<file path="src/rtl/mux_tree_pipelined.sv">
// Pipelined N:1 binary-tree mux, one register per level, with auto-scan.
// Clk/Rst, I, Sel, Mode, In_Valid, En -> Out, Out_Valid, Out_Sel, Scan_Ch.
module mux_tree_pipelined #(
  parameter  int WIDTH    = 8,
  parameter  int CHANNELS = 4,
  localparam int SEL_W    = $clog2(CHANNELS),
  localparam int LEVELS   = $clog2(CHANNELS)
) (
  input  logic                      Clk,
  input  logic                      Rst,
  input  logic [CHANNELS*WIDTH-1:0] I,
  input  logic [SEL_W-1:0]          Sel,
  input  logic                      Mode,
  input  logic                      In_Valid,
  input  logic                      En,
  output logic [WIDTH-1:0]          Out,
  output logic                      Out_Valid,
  output logic [SEL_W-1:0]          Out_Sel,
  output logic [SEL_W-1:0]          Scan_Ch
);

  if (CHANNELS < 2 ||
      (CHANNELS & (CHANNELS - 1)) != 0) begin : g_bad_channels
    $error("CHANNELS must be a power of 2 and >= 2");
  end

  if (WIDTH < 1) begin : g_bad_width
    $error("WIDTH must be >= 1");
  end

  // Tree nodes stored flat, level by level: level l starts at
  // CHANNELS - (CHANNELS >> l) and holds CHANNELS >> (l+1) nodes.
  localparam int NODES = CHANNELS - 1;

  logic [WIDTH-1:0] node [NODES];
  logic             vld  [LEVELS];
  logic [SEL_W-1:0] tag  [LEVELS];
  logic [SEL_W-1:0] scan_q;
  logic [SEL_W-1:0] eff_sel;

  assign eff_sel = Mode ? scan_q : Sel;

  always_ff @(posedge Clk) begin
    if (Rst) begin
      scan_q <= '0;
    end else if (En && Mode && In_Valid) begin
      scan_q <= scan_q + SEL_W'(1);
    end
  end

  for (genvar l = 0; l < LEVELS; l++) begin : g_lvl
    localparam int N = CHANNELS >> (l + 1);
    localparam int B = CHANNELS - (CHANNELS >> l);

    if (l == 0) begin : g_head
      always_ff @(posedge Clk) begin
        if (Rst) begin
          vld[0] <= 1'b0;
          tag[0] <= '0;
        end else if (En) begin
          vld[0] <= In_Valid;
          tag[0] <= eff_sel;
        end
      end

      for (genvar j = 0; j < N; j++) begin : g_node
        always_ff @(posedge Clk) begin
          if (Rst) begin
            node[j] <= '0;
          end else if (En) begin
            node[j] <= eff_sel[0]
              ? I[(2*j+1)*WIDTH +: WIDTH]
              : I[(2*j)*WIDTH +: WIDTH];
          end
        end
      end
    end else begin : g_body
      localparam int P = B - 2 * N;

      always_ff @(posedge Clk) begin
        if (Rst) begin
          vld[l] <= 1'b0;
          tag[l] <= '0;
        end else if (En) begin
          vld[l] <= vld[l-1];
          tag[l] <= tag[l-1];
        end
      end

      // The captured tag carries the select bit this level needs.
      for (genvar j = 0; j < N; j++) begin : g_node
        always_ff @(posedge Clk) begin
          if (Rst) begin
            node[B+j] <= '0;
          end else if (En) begin
            node[B+j] <= tag[l-1][l]
              ? node[P+2*j+1]
              : node[P+2*j];
          end
        end
      end
    end
  end

  assign Out       = node[NODES-1];
  assign Out_Valid = vld[LEVELS-1];
  assign Out_Sel   = tag[LEVELS-1];
  assign Scan_Ch   = scan_q;

endmodule

</file>
<file path="config.mk">
export PLATFORM = sky130hd
export DESIGN_NAME = mux_tree_pipelined
export DESIGN_NICKNAME = d
export VERILOG_FILES = /design/src/rtl/mux_tree_pipelined.sv
export SDC_FILE = /design/constraint.sdc
export NUM_CORES = 1
export LEC_CHECK = 0
export CORE_AREA = 2 2 54 76
export DETAILED_ROUTE_END_ITERATION = 10
export DIE_AREA = 0 0 56 78
export PLACE_DENSITY = 0.82
export SLEW_MARGIN = 20
export SYNTH_ARGS = -nofsm -noshare
export SYNTH_HDL_FRONTEND = slang
export SYNTH_SLANG_ARGS = --single-unit
</file>
<file path="constraint.sdc">
create_clock -name Clk -period 1.5 [get_ports Clk]
set_input_delay 0.3 -clock Clk [delete_from_list [all_inputs] [get_ports Clk]]
set_output_delay 0.3 -clock Clk [all_outputs]
set_load 0.02 [all_outputs]
</file>
==> implementation parameters <==
Parameter                              Value

STA
  Clock tree skew after final layout ... 0.00475 ns
  Achievable clock frequency ... 714 MHz
  Final cycle utilization of the critical path ... 93.3%
  Final setup vio count ... 0
  Unrepaired setup endpoints after global routing ... no
  Headroom to the max-slew limit ... 69.0%
  Count of final max-slew check failures ... 0
  Number of endpoints with negative hold slack in the final report ... 0
  Crit path time final ... 1.40 ns
  Min setup slack post-route ... 0.100 ns
  Measured slew at the worst slew-check pin ... 0.465 ns

Critical path
  Crit start category ... input pin
  Arrival time reported for the critical path endpoint ... 1.53 ns
  Slowest-stage cell, CP ... clkdlybuf4s50_1
  Cell Chain, Critical Path ... clkdlybuf4s50_1 > mux2i_4 > buf_12 > mux2i_1
  Worst endpoint required time ... 1.63 ns
  Crit end category ... flip-flop
  Delay of the slowest cell on the worst path ... 0.54 ns
  Maximum fanout along the worst path ... 17
  Kind of critical path ... input pin to flip-flop

Layout
  Final #Nets ... 227
  Reg area ... 941 sq um
  Number of diodes added for antenna fixing ... 0
  Share of cells above drive strength 1 ... 13.2%
  Most frequent cells in the layout ... clkdlybuf4s50_1 (38), nand3b_1 (32), edfxtp_1 (30)
  Layout overhead on the synthesized area ... 43.4%
  Layout filler cell count ... 316
  Post-route cell area ... 2350 sq um
  Commonest non-fill, non-tap cell in the layout ... clkdlybuf4s50_1
  Combined area of the multi-input logic cells ... 649 sq um

Clock network
  Hold_buf cts ... 0
  Post-CTS setup-driven buffer insertion count ... 0
  Clock latency reported for the late side of the worst-skew pair ... 0.28 ns
  Deepest level of the CTS H-tree ... 2
  CTS tree ... done
  Clk slew on worst S/H paths ... 0.06 ns
  Clock buffer count from CTS ... 5
  Cell at the root of the clock tree ... clkbuf_8
  Max Root-Sink Buffers ... 2
  Clock sink count ... 32

Floorplan
  Die outline area ... 4370 sq um
  Standard-cell row count ... 26
  Die H ... 78 microns
  DIE WIDTH ... 56 microns
  Core area ... 3640 sq um
  Number of top-level pins ... 52
  Initial cell density of the core ... 45.1%

GRT
  Antenna violations before repair ... 0
  First-pass GRT wire length ... 5.45 mm
  Vias in the first global route ... 1296
  Total GRT Usage ... 16.7%
  Pin count of the biggest net entering global routing ... 29
  Global-route congestion overflow total ... 0

Logic synthesis
  Number of nets in the synthesized netlist ... 166
  Number of warnings printed during yosys synthesis ... 0
  Average cell area after synthesis ... 12.9 sq um
  Syn Std Cell Area ... 1640 sq um
  Largest area contributor in the synthesized netlist ... edfxtp_1
  Post-Syn Instances ... 127
  Flop and latch count out of synthesis ... 32
  Top area cells in the synthesized netlist ... edfxtp_1 (55%), mux2i_1 (15%), nand3b_1 (15%), nor2_1 (3.0%), dfxtp_1 (2.4%)
  Sequential cell area fraction in the yosys report ... 57.3%
  Unique masters post-synth ... 18
  Synth top area share ... 54.9%

Min path
  Worst min-delay path category ... flip-flop to flip-flop

Drt
  Vias after detailed routing ... 1212
  Detailed-route DRC error count ... 0
  Number of nets with antenna violations after detailed routing ... 0
  Count of TritonRoute iterations in the first routing pass ... 4
  Routed via count divided by cell count ... 5.25
  Violation count after the first detailed-route iteration ... 15
  Routed Wire Length ... 3.36 mm
  Routed wire per std cell ... 14.5 microns

Power and ir drop
  Power per unit of standard cell area ... 869 nW/um^2
  Maximum ir drop on the vdd rail ... 0.654 mV
  Leak pwr ... 0.000984 uW

Place
  HPWL reported at the end of detailed placement ... 2.62 mm
  Placed cell area ... 2280 sq um
  PortBufs ... 51
  Final GP Congestion ... 0.760
  Placement Setup Slack ... -0.191 ns

Run
  Max-Cap Viols ... 0

Run status
  Outcome ... completed
[layout make-up]
class                      count  area share [%]
multi-input combinational     84            27.6
tap                           42            2.23
sequential                    32            40.0
clock inverter                 3           0.585
timing repair buffer          65            26.7
clock buffer                   5            2.92
[through the flow]
| stage | hold slack (ns) | utilization, % | TNS [ns] | power [uW] | cells |
|---|---|---|---|---|---|
| finish | 0.529 | 64.6 | 0 | 2050 | 231 |
| global route | 0.573 | 64.6 | 0 | 2120 | 231 |
| CTS | 0.530 | 64.5 | 0 | 2060 | 231 |
| detailed placement | 0.516 | 62.7 | -7.25 | 1470 | 223 |
| global placement | 0.509 | 62.7 | -5.44 | 1450 | 223 |
| floorplan | 0.497 | - | 0 | 1260 | 127 |
[flip-flops by register name, summed over array words and instances (netlist names)]
signal and count:
node 24, vld 2, Scan_Ch 2, tag 4
[final timing paths]
kind	start	endpoint	slack, ns	cells after the start
max reg2reg	tag[0][1]	node[2][4]	0.30	2
min	vld[0]	vld[1]	0.53	1
min reg2reg	vld[0]	vld[1]	0.53	1
max	Mode	node[0][5]	0.10	4
[worst max-delay path: cells and delay by family]
kind	cells	cell delay, ns
muxes	2	0.48
buffers and inverters	2	0.73
[power breakdown]
group | total (uW) | switching [uW] | internal, uW | leakage (uW)
Clock | 612 | 299 | 314 | 0.0000453
Combinational | 362 | 153 | 210 | 0.000591
Sequential | 1070 | 23.5 | 1050 | 0.000347
Total | 2050 | 475 | 1570 | 0.000984
[routing by layer]
| layer | up-vias | part of all wire [%] | GRT usage [%] |
|---|---|---|---|
| li1 | 585 | - | - |
| met1 | 571 | 34 | 14.8 |
| met2 | 45 | 57 | 31.9 |
| met3 | 11 | 5.0 | 2.67 |
| met4 | 0 | 4.3 | 13.1 |
| met5 | - | 0 | 0 |
[timing repair]
item	4_1_cts	5_1_grt
gates resized for setup	12	1
endpoints found under the setup margin	12	1
cloned	0	0
[Yosys cell counts]
cell type / number
dfxtp_1: 2
clkbuf_1: 6
or2_2: 1
nand3_1: 1
nor2b_1: 3
buf_2: 2
nand2b_1: 1
nand3b_1: 32
mux2_2: 2
nand4_1: 1
nand2_1: 1
and2_1: 3
mux2i_4: 1
mux2i_1: 25
nor2_1: 13
buf_1: 2
edfxtp_1: 30
buf_6: 1
[kinds of logic after synthesis]
group         after synthesis  synth area share (%)
simple gates               56                  21.6
flops                      32                  57.3
mux                        28                  18.0
buf+inv                    11                  3.13
No activity file was read; power rests on OpenSTA's default activity.
